`src/rtl/yuu_common_rr_arbiter_pkg.sv`:
```
// ---------------------------------------------------------------------------
// yuu_common_pkg : shared arbiter types and the masked round-robin pick helper
// Rev 1.0
// ---------------------------------------------------------------------------
`default_nettype none

package yuu_common_pkg;

  typedef logic yuu_bool_t;

  typedef enum logic {
    IDLE  = 1'b0,
    GRANT = 1'b1
  } yuu_arb_state_e;

  localparam int unsigned YUU_PICK_MAX = 16;
  localparam int unsigned YUU_STAT_W   = 16;

  typedef struct packed {
    yuu_bool_t  vld;
    logic [3:0] idx;
  } yuu_pick_t;

  // First set, unmasked bit scanning ptr, ptr+1, ... modulo n (n <= 16, ptr < n).
  function automatic yuu_pick_t yuu_rr_pick(input logic [15:0] req,
                                            input logic [3:0]  ptr,
                                            input logic [15:0] mask,
                                            input int unsigned n);
    yuu_pick_t  res;
    logic [4:0] j;
    res = '0;
    for (int unsigned i = 0; i < YUU_PICK_MAX; i++) begin
      j = {1'b0, ptr} + 5'(i);
      if (j >= 5'(n)) j = j - 5'(n);
      if ((i < n) && !res.vld && req[j[3:0]] && !mask[j[3:0]]) begin
        res.vld = 1'b1;
        res.idx = j[3:0];
      end
    end
    return res;
  endfunction

endpackage

`default_nettype wire

```
`src/rtl/yuu_common_rr_arbiter_if.sv`:
```
// ---------------------------------------------------------------------------
// yuu_common_rr_arbiter_if : request/grant bundle between requesters and arbiter
// Rev 1.0 | stats signals present only with YUU_COMMON_ARB_STAT_EN
// ---------------------------------------------------------------------------
`default_nettype none

interface yuu_common_rr_arbiter_if #(
  parameter int REQ_NUM = 4,
  parameter int ID_W    = $clog2(REQ_NUM)
);
  logic [REQ_NUM-1:0] req;
  logic [REQ_NUM-1:0] done;
  logic [REQ_NUM-1:0] gnt;
  logic               gnt_vld;
  logic [ID_W-1:0]    gnt_id;
  logic               preempt;
`ifdef YUU_COMMON_ARB_STAT_EN
  logic [REQ_NUM-1:0][15:0] grant_cnt;
  logic [15:0]              preempt_cnt;

  modport master (output req, done,
                  input  gnt, gnt_vld, gnt_id, preempt, grant_cnt, preempt_cnt);
  modport slave  (input  req, done,
                  output gnt, gnt_vld, gnt_id, preempt, grant_cnt, preempt_cnt);
`else
  modport master (output req, done,
                  input  gnt, gnt_vld, gnt_id, preempt);
  modport slave  (input  req, done,
                  output gnt, gnt_vld, gnt_id, preempt);
`endif
endinterface

`default_nettype wire

```
`src/rtl/yuu_common_rr_arbiter_pick.sv`:
```
// ---------------------------------------------------------------------------
// yuu_common_rr_pick : combinational masked round-robin picker
// Rev 1.0
// ---------------------------------------------------------------------------
`default_nettype none

module yuu_common_rr_pick
  import yuu_common_pkg::*;
#(
  parameter int REQ_NUM = 4,
  parameter int ID_W    = $clog2(REQ_NUM)
) (
  input  logic [REQ_NUM-1:0] req_i,
  input  logic [ID_W-1:0]    ptr_i,
  input  logic [REQ_NUM-1:0] mask_i,
  output logic               vld_o,
  output logic [ID_W-1:0]    idx_o
);

  logic [15:0] req_ext;
  logic [15:0] mask_ext;
  logic [3:0]  ptr_ext;
  yuu_pick_t   pick;
  logic        unused_idx_hi;

  always_comb begin
    req_ext               = '0;
    mask_ext              = '0;
    ptr_ext               = '0;
    req_ext[REQ_NUM-1:0]  = req_i;
    mask_ext[REQ_NUM-1:0] = mask_i;
    ptr_ext[ID_W-1:0]     = ptr_i;
    pick                  = yuu_rr_pick(req_ext, ptr_ext, mask_ext, REQ_NUM);
  end

  assign vld_o         = pick.vld;
  assign idx_o         = pick.idx[ID_W-1:0];
  assign unused_idx_hi = ^pick.idx;

endmodule

`default_nettype wire

```
`src/rtl/yuu_common_rr_arbiter.sv`:
```
// ---------------------------------------------------------------------------
// yuu_common_rr_arbiter : round-robin arbiter, registered one-hot grant, hold limit
// Rev 1.0 | optional grant/preempt counters: YUU_COMMON_ARB_STAT_EN
// ---------------------------------------------------------------------------
`default_nettype none

module yuu_common_rr_arbiter
  import yuu_common_pkg::*;
#(
  parameter int REQ_NUM  = 4,
  parameter int ID_W     = $clog2(REQ_NUM),
  parameter int MAX_HOLD = 16,
  parameter int CNT_W    = 5
) (
  input  logic                    clk,
  input  logic                    rst_n,
  yuu_common_rr_arbiter_if.slave  arb_if
);

  localparam bit               HOLD_EN   = (MAX_HOLD != 0);
  localparam logic [CNT_W-1:0] HOLD_LAST = CNT_W'((MAX_HOLD == 0) ? 0 : MAX_HOLD - 1);
  localparam logic [CNT_W-1:0] HOLD_SAT  = CNT_W'(MAX_HOLD);

  yuu_arb_state_e     state_q, state_d;
  logic [REQ_NUM-1:0] gnt_q, gnt_d;
  logic [ID_W-1:0]    owner_q, owner_d;
  logic [ID_W-1:0]    ptr_q, ptr_d;
  logic [CNT_W-1:0]   hold_q, hold_d;
  logic               preempt_q, preempt_d;

  yuu_bool_t          own_req, own_done, others, forced, release_c;
  logic               pick_vld;
  logic [ID_W-1:0]    pick_idx, pick_nxt;

  // Masking with the current grant excludes the owner during re-arbitration; in IDLE gnt_q is 0.
  yuu_common_rr_pick #(.REQ_NUM(REQ_NUM), .ID_W(ID_W)) u_pick (
    .req_i  (arb_if.req),
    .ptr_i  (ptr_q),
    .mask_i (gnt_q),
    .vld_o  (pick_vld),
    .idx_o  (pick_idx)
  );

  always_comb begin
    state_d   = state_q;
    gnt_d     = gnt_q;
    owner_d   = owner_q;
    ptr_d     = ptr_q;
    hold_d    = hold_q;
    preempt_d = 1'b0;

    own_req   = |(arb_if.req & gnt_q);
    own_done  = |(arb_if.done & gnt_q);
    others    = |(arb_if.req & ~gnt_q);
    // >= so that a saturated counter still forces release once someone else asks.
    forced    = HOLD_EN && (state_q == GRANT) && (hold_q >= HOLD_LAST) && others;
    release_c = (state_q == GRANT) && (!own_req || own_done || forced);
    pick_nxt  = (pick_idx == ID_W'(REQ_NUM - 1)) ? '0 : pick_idx + 1'b1;

    if ((state_q == IDLE) || release_c) begin
      if (pick_vld) begin
        state_d   = GRANT;
        gnt_d     = REQ_NUM'(1) << pick_idx;
        owner_d   = pick_idx;
        ptr_d     = pick_nxt;
        hold_d    = '0;
        preempt_d = forced && own_req && !own_done;
      end else if (own_req && own_done) begin
        hold_d    = '0;
      end else begin
        state_d   = IDLE;
        gnt_d     = '0;
        owner_d   = '0;
        hold_d    = '0;
      end
    end else begin
      hold_d = (hold_q == HOLD_SAT) ? hold_q : hold_q + 1'b1;
    end
  end

  always_ff @(posedge clk or negedge rst_n) begin
    if (!rst_n) begin
      state_q   <= IDLE;
      gnt_q     <= '0;
      owner_q   <= '0;
      ptr_q     <= '0;
      hold_q    <= '0;
      preempt_q <= 1'b0;
    end else begin
      state_q   <= state_d;
      gnt_q     <= gnt_d;
      owner_q   <= owner_d;
      ptr_q     <= ptr_d;
      hold_q    <= hold_d;
      preempt_q <= preempt_d;
    end
  end

  assign arb_if.gnt     = gnt_q;
  assign arb_if.gnt_vld = (state_q == GRANT);
  assign arb_if.gnt_id  = owner_q;
  assign arb_if.preempt = preempt_q;

`ifdef YUU_COMMON_ARB_STAT_EN
  logic [REQ_NUM-1:0][YUU_STAT_W-1:0] grant_cnt_q;
  logic [YUU_STAT_W-1:0]              preempt_cnt_q;
  yuu_bool_t                          issue;

  // A grant is issued whenever the next state owns the resource after an arbitration point.
  assign issue = (state_d == GRANT) && ((state_q == IDLE) || release_c);

  always_ff @(posedge clk or negedge rst_n) begin
    if (!rst_n) begin
      grant_cnt_q   <= '0;
      preempt_cnt_q <= '0;
    end else begin
      if (issue)     grant_cnt_q[owner_d] <= grant_cnt_q[owner_d] + 1'b1;
      if (preempt_d) preempt_cnt_q        <= preempt_cnt_q + 1'b1;
    end
  end

  assign arb_if.grant_cnt   = grant_cnt_q;
  assign arb_if.preempt_cnt = preempt_cnt_q;
`endif

endmodule

`default_nettype wire

```
`src/flat_wrapper.sv`:
```
// flat-port wrapper written by rule: the top's interface ports become plain ports
module yuu_common_rr_arbiter_flat import yuu_common_pkg::*;
#(
  parameter int REQ_NUM  = 4,
  parameter int ID_W     = $clog2(REQ_NUM),
  parameter int MAX_HOLD = 16,
  parameter int CNT_W    = 5
)
  (clk, rst_n, arb_if_req, arb_if_done, arb_if_gnt, arb_if_gnt_vld, arb_if_gnt_id, arb_if_preempt);
  yuu_common_rr_arbiter_if #(.REQ_NUM(REQ_NUM), .ID_W(ID_W)) arb_if_i ();
  input  logic clk;
  input  logic rst_n;
  input wire logic [$bits(arb_if_i.req)-1:0] arb_if_req;
  input wire logic [$bits(arb_if_i.done)-1:0] arb_if_done;
  output wire logic [$bits(arb_if_i.gnt)-1:0] arb_if_gnt;
  output wire logic [$bits(arb_if_i.gnt_vld)-1:0] arb_if_gnt_vld;
  output wire logic [$bits(arb_if_i.gnt_id)-1:0] arb_if_gnt_id;
  output wire logic [$bits(arb_if_i.preempt)-1:0] arb_if_preempt;
  assign arb_if_i.req = arb_if_req;
  assign arb_if_i.done = arb_if_done;
  assign arb_if_gnt = arb_if_i.gnt;
  assign arb_if_gnt_vld = arb_if_i.gnt_vld;
  assign arb_if_gnt_id = arb_if_i.gnt_id;
  assign arb_if_preempt = arb_if_i.preempt;
  yuu_common_rr_arbiter #(.REQ_NUM(REQ_NUM), .ID_W(ID_W), .MAX_HOLD(MAX_HOLD), .CNT_W(CNT_W)) u_core (.clk(clk), .rst_n(rst_n), .arb_if(arb_if_i));
endmodule
```
`config.mk`:
```
export PLATFORM = sky130hd
export DESIGN_NAME = yuu_common_rr_arbiter_flat
export DESIGN_NICKNAME = d
export VERILOG_FILES = /design/src/rtl/yuu_common_rr_arbiter_pkg.sv /design/src/rtl/yuu_common_rr_arbiter_if.sv /design/src/rtl/yuu_common_rr_arbiter_pick.sv /design/src/rtl/yuu_common_rr_arbiter.sv /design/src/flat_wrapper.sv
export SDC_FILE = /design/constraint.sdc
export NUM_CORES = 1
export LEC_CHECK = 0
export CELL_PAD_IN_SITES_DETAIL_PLACEMENT = 1
export CELL_PAD_IN_SITES_GLOBAL_PLACEMENT = 2
export CORE_AREA = 2 2 73 61
export CTS_CLUSTER_SIZE = 10
export DETAILED_ROUTE_END_ITERATION = 16
export DIE_AREA = 0 0 75 63
export GPL_TIMING_DRIVEN = 0
export HOLD_SLACK_MARGIN = 0.02
export PLACE_DENSITY_LB_ADDON = 0.1
export RECOVER_POWER = 25
export SYNTH_ARGS = -nofsm -noshare
export SYNTH_HDL_FRONTEND = slang
export SYNTH_SLANG_ARGS = --single-unit
```
`constraint.sdc`:
```
create_clock -name clk -period 2.38 [get_ports clk]
set_input_delay 0.714 -clock clk [delete_from_list [all_inputs] [get_ports clk]]
set_output_delay 0.714 -clock clk [all_outputs]
set_load 0.01 [all_outputs]
```
# Word level (Yosys, flattened, before mapping)
# Cells that the tools add are included.
[word_totals]
out_inout_bits = 8
wordCells = 99
input_bits = 10
reg_bits = 15
[op_classes]
n_eq_ne = 4
magnitude_cmp = 9
addsub = 9
reduce_logical = 30
shifts = 1
bitwise = 5
muxes = 35
[ops]
columns = ["op", "count"]
rows = [
  ["$bmux W1 S4", 8],
  ["$mux W5", 6],
  ["$mux W4", 6],
  ["$lt A4 B5 Y1 const B", 4],
  ["$logic_and A1 B1 Y1", 13],
  ["$and A4 B4 Y4", 3],
  ["$mux W1", 12],
  ["$reduce_or A4 Y1", 3],
  ["$sub A3 B3 Y4 const B", 3],
  ["$ge A3 B3 Y1 const B", 3],
  ["$logic_not A1 Y1", 9],
  ["$add A2 B2 Y3 const B", 2],
  ["$mux W2", 3],
  ["$add A5 B1 Y5 const B", 1],
  ["$eq A5 B5 Y1 const B", 1],
  ["$ge A5 B4 Y1 const B", 1],
  ["$not A4 Y4", 1],
  ["$reduce_and A2 Y1", 2],
  ["$shl A1 B2 Y4 const A", 1],
  ["$sub A2 B3 Y4 const B", 1],
  ["$add A2 B1 Y3 const B", 1],
  ["$ge A2 B3 Y1 const B", 1],
  ["$logic_or A1 B1 Y1", 3],
  ["$add A2 B1 Y2 const B", 1],
  ["other kinds (4)", 4],
]

# Logic depth before layout (Yosys ltp)
# Gate-level depths: netlist of the first run.
[depth]
depth_word = 21
depth_mapped = 8
mapped_depth_nobuf = 8

# Modules after synthesis
# A second synthesis of the first run with hierarchy kept.
[unflattened]
cells_unflattened = 120
area_unflattened_um2 = 1242.4
[modules_own_cells]
columns = ["mod", "seq_area_each_um2", "n_inst", "area_per_inst_um2", "cells_per_inst"]
rows = [
  ["yuu_common_rr_arbiter", 375.4, 1, 850.8, 71],
  ["yuu_common_rr_pick", 0.0, 1, 391.6, 49],
]

# Worst setup path before layout of the first run
# Ideal clock, no wire load.
[synth_timing]
path_kind = "reg-to-reg"
startpoint = "register u_core.ptr_q[0]"
endpoint = "register u_core.gnt_q[3], in the netlist u_core.arb_if.gnt[3]"
path_buffers = 0
slack_ns = -0.063
arrival_time_ns = 2.322
required_ns = 2.259
setup_ns = 0.121
stages_incl_launch_ff = 9
synth_period_minus_slack_ns = 2.443
cell_sequence = "dfrtp_1 inv_1 ha_1 and3b_1 o2111ai_1 a21oi_1 o41ai_2 nor2_1 a22o_1"
[synth_between]
elab_chain_cells = 21
word_cells_on_any_way = 53
cone_classes = "add/sub (7); order compare (4); eq/ne (1); shift (1); mux (25); reduce/logical (15)"
[synth_lines]
columns = ["item", "line", "rtl"]
rows = [
  ["start: declaration", "yuu_common_rr_arbiter.sv:27", "logic [ID_W-1:0] ptr_q, ptr_d;"],
  ["start signal: assignment", "yuu_common_rr_arbiter.sv:93", "ptr_q <= ptr_d;"],
  ["$sub A2 B3 Y4 / $ge A2 B3 Y1 (equally long branches)", "yuu_common_rr_arbiter_pkg.sv:34", "if (j >= 5'(n)) j = j - 5'(n);"],
  ["$mux W4", "yuu_common_rr_arbiter_pkg.sv:34", ""],
  ["$bmux W1 S4", "yuu_common_rr_arbiter_pkg.sv:35", "if ((i < n) && !res.vld && req[j[3:0]] && !mask[j[3:0]]) begin"],
  ["$mux W1 (not written as such)", "yuu_common_rr_arbiter_pkg.sv:35", ""],
  ["$logic_not A1 Y1", "yuu_common_rr_arbiter_pkg.sv:35", ""],
  ["$logic_and A1 B1 Y1", "yuu_common_rr_arbiter_pkg.sv:35", ""],
  ["$mux W5", "yuu_common_rr_arbiter_pkg.sv:35", ""],
  ["$logic_not A1 Y1", "yuu_common_rr_arbiter_pkg.sv:35", ""],
  ["[3 not listed]", "-", ""],
  ["$logic_not A1 Y1", "yuu_common_rr_arbiter_pkg.sv:35", ""],
  ["$logic_and A1 B1 Y1 (2 in series)", "yuu_common_rr_arbiter_pkg.sv:35", ""],
  ["$mux W5", "yuu_common_rr_arbiter_pkg.sv:35", ""],
  ["$logic_not A1 Y1", "yuu_common_rr_arbiter_pkg.sv:35", ""],
  ["$logic_and A1 B1 Y1 (2 in series)", "yuu_common_rr_arbiter_pkg.sv:35", ""],
  ["$mux W5 (*)", "yuu_common_rr_arbiter_pkg.sv:35", ""],
  ["$ne A2 B2 Y1 (no line) / $shl A1 B2 Y4 (equally long branches)", "-", ""],
  ["$reduce_and A2 Y1 (no line) / $mux W4 (equally long branches)", "-", ""],
  ["end signal: assignment", "yuu_common_rr_arbiter.sv:91", "gnt_q <= gnt_d;"],
  ["end: declaration", "yuu_common_rr_arbiter.sv:25", "logic [REQ_NUM-1:0] gnt_q, gnt_d;"],
]
# Every way passes the cells marked *; elsewhere a longest branch is shown, timed or not. The select of a mux whose other input is x is not followed.
# A chain may end at the register's enable or synchronous reset.

# Final worst setup path of the first run
# Same ends and word-level chain as after synthesis.

==> results of run 1 <==
sequential cells by signal, summed over array words and instances, names as in the netlist:
| name | count |
|---|---|
| u_core.hold_q | 5 |
| u_core.arb_if.gnt | 4 |
| u_core.arb_if.gnt_id | 2 |
| u_core.ptr_q | 2 |
| u_core.arb_if.gnt_vld | 1 |
| u_core.arb_if.preempt | 1 |
synth_stat cells (2+ instances only):
cell / count
a21o_1: 3
a22oi_1: 5
nand3b_1: 2
a21oi_1: 4
inv_1: 7
nor3_1: 3
o21ai_0: 3
o31ai_1: 2
nor2_1: 8
nand2b_1: 5
and3_1: 2
nand2_1: 5
nor3b_1: 3
ha_1: 7
xnor2_1: 3
nor4_1: 2
a22o_1: 3
and3b_1: 2
a211o_1: 3
dfrtp_1: 15
worst paths after layout:
| check | to | start |
|---|---|---|
| setup / recovery | u_core.arb_if.gnt[3] | u_core.ptr_q[0] |
| hold / removal | u_core.arb_if.gnt_id[1] | u_core.arb_if.gnt_id[1] |
| setup reg to reg | u_core.arb_if.gnt[3] | u_core.ptr_q[0] |
| hold reg to reg | u_core.arb_if.gnt_id[1] | u_core.arb_if.gnt_id[1] |
| max in group asynchronous | u_core.ptr_q[1] | rst_n |
| min in group asynchronous | u_core.hold_q[3] | rst_n |
worst max-delay path: cells and delay by family, from the launching register on:
kind | cells | cell delay, ns
compound gates | 3 | 0.43
simple gates | 3 | 0.76
flops | 1 | 0.45
fa+ha+maj | 1 | 0.20
buf+inv | 2 | 0.33
power groups by stage:
stage | sequential [mW] | clock (mW) | combinational (mW)
after CTS | 0.441 | 0.215 | 1.73
after global routing | 0.461 | 0.230 | 2.06
after global placement | 0.465 | 0 | 1.31
after floorplan | 0.445 | 0 | 0.958
after detailed placement | 0.465 | 0 | 1.33
final | 0.446 | 0.206 | 1.89
layer usage:
metal,share of wire,wire [um],up-vias
met1,0.50,1820,550
met4,0.0053,19,0
met3,0.031,112,4
li1,-,-,521
met5,0,0,-
met2,0.46,1660,16
kinds of logic after synthesis:
| group | count (synthesis) | share of synthesized area |
|---|---|---|
| AO/OA/AOI/OAI | 35 | 0.247 |
| buffers and inverters | 8 | 0.0321 |
| multiplexers | 4 | 0.0492 |
| flip-flops | 15 | 0.321 |
| adder cells (fa/ha/maj) | 7 | 0.0749 |
| AND/OR/NAND/NOR | 45 | 0.246 |
| XOR/XNOR | 4 | 0.0300 |
metrics by stage:
stage	utilization	total power, mW	cell area (um2)	TNS, ns	hold slack (ns)
4_1_cts	0.402	2.38	1620	0	0.488
2_1_floorplan	-	1.40	1180	0	0.418
6_report	0.416	2.54	1670	0	0.483
5_1_grt	0.416	2.75	1670	-0.00430	0.521
3_3_place_gp	0.354	1.78	1420	-5.93	0.466
3_5_place_dp	0.354	1.79	1420	-5.76	0.469
final cells by class:
type                       count  share of cell area
clock buffer                   4              0.0269
multi-input combinational     95               0.541
buffer                         1             0.00673
tap                           57              0.0426
inverter                       7              0.0179
timing repair buffer          28               0.139
sequential                    15               0.226
repair_timing:
action / in CTS / in global routing
pin swaps: 5 / 4
endpoints found under the setup margin: 10 / 9
setup buffers: 10 / 1
hold buffers: 0 / 0
hold endpoints to repair: 0 / 0
gates resized for setup: 23 / 19
==> results by group, run 1 <==
Status
  • Status: finished, final reports clean

STA
  • Final Cycle Share: 0.957
  • Pins Over Slew Limit: 0
  • Slew margin rel.: 0.492
  • Final hold viol count: 0
  • Max Fclk: 0.439 GHz
  • Worst Skew: about 0.0018 ns
  • Setup ws final: 0.103 ns
  • Endpoints failing setup: 0
  • Slew @ Worst Pin: 0.759 ns
  • Final min period: ~2.3 ns

CTS
  • Worst-path clk slew: 0.06 ns
  • Clock Latency Late Sink: 0.25 ns
  • Num CTS Buffers: 3
  • Clk sinks: 15
  • H-tree depth: 1
  • Maximum buffer depth of the clock tree: 2
  • CTS tree: built
  • Clock Root Buffer: clkbuf_8

Cells and area
  • Most common cell after layout, fill and taps aside: dfrtp_1
  • Final net count: between 150 and 200
  • Layout cells sized above 1: 0.340
  • Multi-input gate area: 906 um2
  • Non-Filler Instances: about 210
  • Most frequent cells in the layout: dfrtp_1 (13), clkdlybuf4s50_1 (12), buf_4 (11), nor2_1 (7)
  • Area Overhead vs Synth: 43.1%
  • # diodes: 0
  • Fillers: around 460
  • FF/Latch Area: 378 um2

Placement
  • Cells after DPL: 192
  • Hpwl dp: 2510 um
  • Place WS: -0.702 ns
  • Gp weighted congestion: 0.806
  • IO buf count: 17

Floorplanning
  • Die area: 4730 um2
  • Initial Util: 0.291
  • Io pins: 18
  • Chip width: 75 um
  • Row count: 21
  • Core Box Area: 4020 um2
  • Chip Height: 63 um

Logic synthesis
  • Post-synthesis sequential area ratio: 0.321
  • Mapped Area: 1170 um2
  • Syn avg cell area: 9.91 um2
  • Gate Count Post-Synth: 118
  • Async set-reset flop share out of synthesis: 1.00
  • Ys flop type: dfrtp_1
  • Synthesized Nets: 135
  • Area leader, netlist: dfrtp_1
  • Synth top area share: 0.321
  • EDFF count, synth: 0
  • Yosys Warn Count: 0
  • Count of cell types in the netlist: 51
  • #FFs+latches synth: 15
  • Top post-synthesis cells by area: dfrtp_1 (32%), ha_1 (7.5%), a22oi_1 (3.2%), nand2b_1 (2.7%), nor2_1 (2.6%)

Worst setup path
  • CP Max Fanout: 5
  • Kind of critical path: register to register
  • Startpoint types: register
  • Worst reg2reg path depth: 9
  • Critical Path Most Common Cell: buf_4
  • R2R Setup Slk: between 0.1 and 0.15 ns
  • Data required, critical path: 2.52 ns
  • Max incr delay on CP: 0.54 ns
  • Endpoint type of the worst setup path: register
  • CP arrival: 2.41 ns
  • Cells along the critical path: buf_4 -> ha_1 -> nand2b_1 -> o311ai_4 -> or4_1 -> o211ai_2 -> buf_4 -> nor2_1 -> a22o_1
  • Slowest library cell on the worst path: or4_1

Pwr
  • Combinational power share: 0.743
  • Cell Int Power: 1.40 mW
  • Sw Share: 0.447
  • P_leak: 0.695 nW
  • Flop pwr share: 0.176
  • VDD IR-drop max: between 0.0006 and 0.0007 V
  • Clock network fraction of total power: 0.081
  • Total net switching power: 1.14 mW
  • Pwr dens: about 1500 nW/um2

GRT
  • Met1 Resource Use GR: 0.254
  • First-pass GRT wire length: 6150 um
  • GRT met3 Usage: 0.0452
  • Vias in the first global route: 1,152
  • GR Overflow Total: 0
  • Top Usage Layer GRT: met1
  • Gr usage total: 0.170
  • GR Util met2: 0.250
  • Largest net degree at the start of global routing: 16
  • Initial antenna violation count: 0

Drt
  • Vias: between 1,000 and 1,500
  • Vias per cell: between 5 and 6
  • Antenna-violating nets left: 0
  • Avg WL per Cell: 17.5 um
  • 1st-pass router iterations: 4
  • DR DRC count: 0
  • Drt total wl: 3610 um
  • DR iter-0 viols: 19

Run
  • Max cap viols: 0

Hold path
  • Hold Crit Depth: 1
  • Worst hold path type: register to register
No activity file was read; power rests on OpenSTA's default activity.
==> inputs of run 2 (changes only) <==
--- a/config.mk
+++ b/config.mk
@@ -7,10 +7,10 @@
 export LEC_CHECK = 0
 export CELL_PAD_IN_SITES_DETAIL_PLACEMENT = 1
 export CELL_PAD_IN_SITES_GLOBAL_PLACEMENT = 2
-export CORE_AREA = 2 2 73 61
+export CORE_AREA = 2 2 66 68
 export CTS_CLUSTER_SIZE = 10
 export DETAILED_ROUTE_END_ITERATION = 16
-export DIE_AREA = 0 0 75 63
+export DIE_AREA = 0 0 68 70
 export GPL_TIMING_DRIVEN = 0
 export HOLD_SLACK_MARGIN = 0.02
 export PLACE_DENSITY_LB_ADDON = 0.1
==> run 2 against run 1 <==
  * Non-clock buffer count up 2
  * Highest routed layer unchanged
  * Die area up 0.74%
  * Sequential power about the same
  * Global-route usage down 1.3 points
  * Hold slack better by 0.0068 ns
==> results by group, run 2 (synthesis gave the netlist of run 1 again) <==
Worst setup path
  • Endpoint type of the worst setup path: register
  • Data required, critical path: 2.51 ns
  • CP Buf/Inv Count: 2
  • Kind of critical path: register to register
  • Cells along the critical path: inv_6 -> ha_4 -> and3b_1 -> o2111ai_2 -> a21oi_4 -> nor4_4 -> buf_4 -> a31o_4 -> a22o_1
  • Max incr delay on CP: around 0.44 ns
  • Largest delay share family, worst path: compound AO/OA/AOI/OAI gates
  • Slowest library cell on the worst path: dfrtp_2
  • CP Max Fanout: 6
  • Startpoint types: register
  • CP arrival: 2.44 ns

STA
  • Max Fclk: 0.433 GHz
  • Slew margin rel.: 0.517
  • Final Cycle Share: 0.970
  • Slew @ Worst Pin: ~0.72 ns
  • Final min period: ~2.3 ns
  • Hold Worst Slack: just under 0.5 ns
  • Worst Skew: 0.00166 ns
  • Final hold viol count: 0
  • Pins Over Slew Limit: 0
  • Endpoints failing setup: 0

Pwr
  • Sw Share: 0.443
  • P_leak: 0.704 nW
  • VDD IR-drop max: 0.000604 V
  • Cell Int Power: 1.47 mW
  • Total Power: 2.63 mW
  • Pwr dens: 1550 nW/um2
  • Flop pwr share: 0.170
  • Total net switching power: 1.17 mW
  • Clock network fraction of total power: 0.076
  • Combinational power share: 0.754

Placement
  • Gp weighted congestion: 0.810
  • Hpwl dp: 2490 um
  • IO buf count: 17
  • Cells after DPL: between 150 and 200

Cells and area
  • Most frequent cells in the layout: buf_4 (13), dfrtp_1 (13), clkdlybuf4s50_1 (12), nor2_1 (7)
  • Non-Filler Instances: 204
  • Fillers: 467
  • Area Overhead vs Synth: 45.6%
  • Max reg flops: 5
  • Top reg by flops: u_core.hold_q
  • # diodes: 0
  • Layout cells sized above 1: 0.342
  • Final net count: 170

Drt
  • Drt total wl: approximately 3500 um
  • Avg WL per Cell: between 15 and 20 um
  • DR DRC count: 0
  • Vias per cell: 5.28
  • Vias: 1,077
  • DR iter-0 viols: 27
  • 1st-pass router iterations: 4
  • Antenna-violating nets left: 0

GRT
  • GR Overflow Total: 0
  • Largest net degree at the start of global routing: 16
  • First-pass GRT wire length: 5730 um
  • Vias in the first global route: ~1,200
  • Gr usage total: 0.157
  • Initial antenna violation count: 0

CTS
  • H-tree depth: 1
  • Clock Root Buffer: clkbuf_8
  • Clk sinks: 15
  • Num CTS Buffers: 3
  • CTS tree: built
  • Clock Latency Late Sink: ~0.24 ns
  • Maximum buffer depth of the clock tree: 2
  • CTS hold repair buffers: 0
  • Worst-path clk slew: roughly 0.060 ns

Floorplanning
  • Core Box Area: between 4000 and 5000 um2
  • Io pins: 18
  • Row count: 24
  • Die area: 4760 um2
  • Initial Util: 0.282
  • Chip width: 68 um
  • Chip Height: approximately 70 um

Hold path
  • Worst hold path type: register to register

Run
  • Max cap viols: 0

Status
  • Status: finished, final reports clean
run 2: changes by cell type in the layout (fill, tap and decap cells not counted), sizes merged:
cell | previous run | this run
buf | 13 | 15
clkbuf | 7 | 6
clkinvlp | 1 | 0
clkdlybuf4s15 | 0 | 1
inv | 6 | 7
run 2: metrics by stage:
step	setup TNS (ns)	cell area (um2)	utilization	setup slack (ns)
floorplan	0	1180	-	0.0331
global placement	-5.68	1420	0.342	-0.712
detailed placement	-5.64	1420	0.342	-0.641
CTS	0	1600	0.386	0.00263
global route	-0.0271	1700	0.411	-0.0198
finish	0	1700	0.411	0.0723
run 2: worst register-to-register path, stage by stage (launching register included):
cell and delay (ns):
dfrtp_2 0.44, inv_6 0.08, ha_4 0.32, and3b_1 0.21, o2111ai_2 0.17, a21oi_4 0.26, nor4_4 0.07, buf_4 0.17
a31o_4 0.25, a22o_1 0.23
run 2: layout make-up:
cell class,instances,area [um2],share of cell area
buffer,1,11.3,0.00661
timing repair buffer,30,253,0.148
multi-input combinational,95,920,0.540
inverter,7,31.3,0.0184
clock buffer,4,45.0,0.0265
tap,52,65.1,0.0382
sequential,15,378,0.222
run 2: power by group through the flow:
| stage | clock network (mW) | logic, mW | registers, mW |
|---|---|---|---|
| after CTS | 0.210 | 1.71 | 0.440 |
| after floorplan | 0 | 0.958 | 0.445 |
| after global placement | 0 | 1.31 | 0.454 |
| after global routing | 0.222 | 2.13 | 0.466 |
| after detailed placement | 0 | 1.33 | 0.462 |
| final | 0.201 | 1.99 | 0.447 |
run 2: final timing paths:
check / end / slack, ns / cells after the start / from
min: u_core.arb_if.gnt_id[1] / 0.49 / 1 / u_core.arb_if.gnt_id[1]
min reg2reg: u_core.arb_if.gnt_id[1] / 0.49 / 1 / u_core.arb_if.gnt_id[1]
max: u_core.arb_if.gnt[0] / 0.07 / 9 / u_core.ptr_q[0]
min in group asynchronous: u_core.arb_if.gnt[0] / 0.97 / 1 / rst_n
max reg2reg: u_core.arb_if.gnt[0] / 0.07 / 9 / u_core.ptr_q[0]
max in group asynchronous: u_core.ptr_q[1] / 0.91 / 1 / rst_n
run 2: layer usage:
metal | track usage | share of wire
met5 | 0 | 0
met1 | 0.217 | 0.45
met3 | 0.0145 | 0.016
met4 | 0.0400 | 0.0056
met2 | 0.260 | 0.53
run 2: repair_timing:
item	in CTS	in global routing
endpoints found under the setup margin	10	9
gates resized for setup	24	22
pin swaps	5	11
setup buffers	10	3
